`config.mk`:
```
export PLATFORM = sky130hd
export DESIGN_NAME = sine_sweep_ctrl
export DESIGN_NICKNAME = d
export VERILOG_FILES = /design/src/rtl/sine_sweep_ctrl.sv
export SDC_FILE = /design/constraint.sdc
export NUM_CORES = 1
export LEC_CHECK = 0
export CORE_ASPECT_RATIO = 0.6
export CORE_UTILIZATION = 50
export CTS_CLUSTER_DIAMETER = 50
export DETAILED_ROUTE_END_ITERATION = 16
export HOLD_SLACK_MARGIN = 0.1
export PLACE_DENSITY_LB_ADDON = 0.1
export SLEW_MARGIN = 25
export SYNTH_ARGS = -nofsm -noshare
export SYNTH_HDL_FRONTEND = slang
export SYNTH_SLANG_ARGS = --single-unit
```
`constraint.sdc`:
```
create_clock -name clk -period 4.73 [get_ports clk]
set_input_delay 1.1825 -clock clk [delete_from_list [all_inputs] [get_ports clk]]
set_output_delay 1.1825 -clock clk [all_outputs]
set_load 0.02 [all_outputs]
```
`src/rtl/sine_sweep_ctrl.sv`:
```
// sine_sweep_ctrl: steps the sine generator frequency word between start/stop endpoints, one value per dwell period of pls ticks
module sine_sweep_ctrl #(
  parameter int FW = 16,
  parameter int DW = 16
) (
  input  logic          clk,
  input  logic          rst,
  input  logic          pls,
  input  logic          start,
  input  logic          abort,
  input  logic          mode,
  input  logic [FW-1:0] f_start,
  input  logic [FW-1:0] f_stop,
  input  logic [FW-1:0] f_step,
  input  logic [DW-1:0] dwell,
  output logic [FW-1:0] f_set,
  output logic          busy,
  output logic          dir,
  output logic          done,
  output logic          err
);
  typedef enum logic [1:0] {IDLE, UP, DOWN} state_t;
  state_t        st;
  logic          c_mode;
  logic [FW-1:0] c_start, c_stop, c_step, up_next, dn_next;
  logic [DW-1:0] c_dwell, cnt, in_rl, c_rl;
  logic [FW:0]   inc, dec_lim;
  logic          ok;
  assign ok      = f_step != '0 && f_start <= f_stop;
  assign in_rl   = dwell == '0 ? '0 : dwell - DW'(1);
  assign c_rl    = c_dwell == '0 ? '0 : c_dwell - DW'(1);
  assign inc     = {1'b0, f_set} + {1'b0, c_step};
  assign dec_lim = {1'b0, c_start} + {1'b0, c_step};
  assign up_next = inc >= {1'b0, c_stop} ? c_stop : inc[FW-1:0];
  assign dn_next = {1'b0, f_set} < dec_lim ? c_start : f_set - c_step;
  // sweep FSM: an endpoint is recognised by f_set sitting on it, so the endpoint value always dwells a full period before the turn
  always_ff @(posedge clk or negedge rst) begin
    if (!rst) begin
      st      <= IDLE;
      f_set   <= '0;
      busy    <= 1'b0;
      dir     <= 1'b0;
      done    <= 1'b0;
      err     <= 1'b0;
      cnt     <= '0;
      c_mode  <= 1'b0;
      c_start <= '0;
      c_stop  <= '0;
      c_step  <= '0;
      c_dwell <= '0;
    end else begin
      done <= 1'b0;
      err  <= 1'b0;
      case (st)
        IDLE: if (start && !abort) begin
          if (ok) begin
            st      <= UP;
            busy    <= 1'b1;
            dir     <= 1'b0;
            f_set   <= f_start;
            cnt     <= in_rl;
            c_mode  <= mode;
            c_start <= f_start;
            c_stop  <= f_stop;
            c_step  <= f_step;
            c_dwell <= dwell;
          end else err <= 1'b1;
        end
        default: if (abort) begin
          st   <= IDLE;
          busy <= 1'b0;
          dir  <= 1'b0;
        end else if (pls && cnt != '0) cnt <= cnt - DW'(1);
        else if (pls) begin
          cnt <= c_rl;
          if (st == UP) begin
            if (f_set != c_stop) f_set <= up_next;
            else if (c_mode) begin
              st    <= DOWN;
              dir   <= 1'b1;
              f_set <= dn_next;
            end else begin
              st   <= IDLE;
              busy <= 1'b0;
              done <= 1'b1;
            end
          end else if (f_set != c_start) f_set <= dn_next;
          else begin
            st    <= UP;
            dir   <= 1'b0;
            f_set <= up_next;
          end
        end
      endcase
    end
  end
endmodule

```
==> impl_results.md <==
- Status: complete, no violations
- GP Congestion: 0.951
- Commonest cells post-synth: dfrtp_1 (103), ha_1 (98), inv_1 (84), nand2_1 (81), a21oi_1 (75)
- Critical Path End Type: flop
- Final Non-Filler Cells: ~1,400
- Max Root-Sink Buffers: 2
- First-pass GRT wire length: between 40 and 50 mm
- Via count: approximately 8,600
- Hold slack: approximately 530 ps
- DRT antenna net count: 0
- CTS tree: yes
- Initial Util: between 50% and 60%
- DP Wirelength: 23.4 mm
- # fillers: approximately 1,500
- Initial antenna violation count: 0
- Placeable Area: 0.0175 mm^2
- Largest net degree at the start of global routing: ~100
- CP Data Required Time: approximately 5000 ps
- Pins Over Slew Limit: 0
- Slew headroom: between 30% and 40%
- Post-synth cell types: 72
- Met1 usage in global routing: a little over half
- Fraction of layout cells with a size suffix above 1: 14.6%
- Ports: 90
- VDD IR max: 0.388 mV
- Least-Margin Pin Slew: around 970 ps
- Top FF cell, synth: dfrtp_1
- Sequential fraction of the synthesis area: between 20% and 30%
- Setup Viol. Count Final: 0
- Post-layout min period: roughly 4600 ps
- Critical path class: reg2reg
- Area share of the largest cell type after synthesis: approximately 28%
- Max cap viols: 0
- Clock Latency Late Sink: roughly 360 ps
- Site row count: 37
- GRT met2 Usage: about two fifths
- DRT Pass-1 Iters: 6
- Final period util: about 98%
- Die Span X: 177 um
- DR vias/cell: approximately 6.0
- Number of global-route vias before repair: slightly below 8,000
- Crit start category: flop
- CP Max Fanout: 8
- Nets@finish: 1,346
- Final hold vios: 0
- Count leader, synth: dfrtp_1
- P_leak: between 4 and 5 nW
- Post-synth EDFFs: 0
- GR Layer Usage met3: 10.2%
- Mean post-synth cell area: around 8.7 um^2
- Die area: between 0.015 and 0.02 mm^2
- Worst-path clk slew: 80 ps
- ANT cells: 0
- Root Buffer: clkbuf_16
- Max Clk Rate: between 200 and 250 MHz
- Global route total overflow: 0
- Drc violations: 0
- Async S/R FF share, synth: 100%
- Hold buffer count at CTS: 0
- FF+latch count, synth: ~100
- Routed wire per std cell: ~21 um
- WP data arrival: a little under 5000 ps
- Die height: approximately 110 um
- Cell Area, Placed: 0.0106 mm^2
- IO buf count: 89
- H-tree depth: 3
- Pwr dens: 766 mW/mm^2
- Synth Net Count: about 1,200
- Cells after DPL: around 1,400
- Overall Global Routing Usage: roughly 33%
- TritonCTS Buffers: 9
- Syn-to-layout area delta: 22.1%
- DRT iter0 DRCs: roughly 1,100
- GR peak layer: met1
- Clock Skew: between 15 and 20 ps
- Yosys top cell by area: dfrtp_1
- YS warnings: 0
- Synth area leaders: dfrtp_1 (28%), ha_1 (13%), xnor2_1 (6.6%), mux2_2 (5.2%), a21oi_1 (4.1%)
- Final WL: approximately 30 mm
- Overall power: roughly 0.0086 W
- Syn Inst Count: 1,055
- Mapped Area: 0.00916 mm^2
- Min-Delay Path Class: reg2reg
- Fin area: 0.0112 mm^2
- Clock sinks: 103
==> timing repair <==
action | CTS | global route
pin swaps | 1 | 20
gates cloned | 0 | 1
resized for setup | 3 | 33
setup endpoints to repair | 11 | 16
buffers inserted | 1 | 5
==> placed cells by master (no fill, tap or decap), types with 7 or more instances in the layout <==
cell	count
a21o_1	15
a21oi_1	70
a222oi_1	10
buf_4	55
clkbuf_16	10
clkdlybuf4s50_1	88
dfrtp_1	103
ha_1	95
inv_1	84
mux2_2	42
mux2i_1	12
nand2_1	81
nand2b_1	12
nand3_1	13
nand4_1	20
nor2_1	71
nor2b_1	13
nor3_1	31
nor4_1	15
o21a_1	12
o21ai_0	64
o21bai_1	8
o22ai_1	7
or3_1	8
xnor2_1	65
xor2_1	35
==> sequential cells by signal, summed over array words and instances (netlist names) <==
register and count:
c_stop 16, done 1, cnt 16, f_set 16, c_dwell 16, c_mode 1
err 1, c_step 16, c_start 16, dir 1, st 2, busy 1
==> final cells by class <==
type	count	area, um^2	share of cell area, %
Inverter	84	315	2.82
Clock buffer	12	256	2.29
Multi-Input combinational cell	827	6250	55.9
Sequential cell	103	2580	23.1
Tap cell	234	293	2.62
Clock inverter	4	51.3	0.459
Timing Repair Buffer	150	1440	12.9
==> worst max-delay path: stages, from the launching register on <==
cell and delay, ps:
dfrtp_1 390, buf_4 140, ha_2 180, fa_2 420
nand2b_4 90, a221oi_2 90, o41ai_2 330, buf_4 200
nand2_1 90, xnor2_2 260, ha_1 280, a21o_1 180
a21o_1 170, a21o_1 170, a2111o_1 390, a31oi_4 240
nand2_4 160, buf_12 180, mux2_2 280, a22oi_2 180
a21oi_1 90
==> stage by stage <==
step                      setup slack, ps  util, %  setup TNS, ps
after global routing                -28.1     63.9          -99.0
after floorplan                       389        -              0
after CTS                            7.62     62.6              0
after global placement               18.9     60.8              0
final                                97.8     63.9              0
after detailed placement            -44.8     60.8           -216
==> layer usage <==
layer / up-vias / wire length, um
met1: 4097 / 15200
met4: 0 / 157
met2: 436 / 11100
met5: - / 0
met3: 12 / 3700
li1: 4009 / -
==> where the power goes <==
part           switching [W]  internal (W)  total (W)  leakage (nW)
clock               0.000366      0.000442   0.000808         0.149
sequential          0.000403       0.00117    0.00157          1.23
combinational        0.00331       0.00288    0.00618          3.55
total                0.00407       0.00449    0.00856          4.93
==> final timing paths <==
| path | startpoint | endpoint | slack, ps | cells after the start |
|---|---|---|---|---|
| setup / recovery | c_step[0] | f_set[9] | 100 | 20 |
| hold / removal | cnt[13] | cnt[13] | 530 | 2 |
| setup reg to reg | c_step[0] | f_set[9] | 100 | 20 |
| hold reg to reg | cnt[13] | cnt[13] | 530 | 2 |
| max in group asynchronous | rst | f_set[2] | 3330 | 2 |
| min in group asynchronous | rst | c_step[9] | 820 | 2 |
==> logic make-up (layout without fill, tap and decap cells) <==
family / count (synthesis) / count (layout) / synth area share (%)
DFF: 103 / 103 / 28.2
and+or+nand+nor: 293 / 293 / 15.6
muxes: 60 / 60 / 7.46
AOI/OAI and AO/OA: 269 / 269 / 19.2
buffers and inverters: 125 / 250 / 5.52
adders and majority gates: 101 / 101 / 14.0
xor gates and xnor gates: 104 / 104 / 9.95
Power figures use the tool's default switching activity.
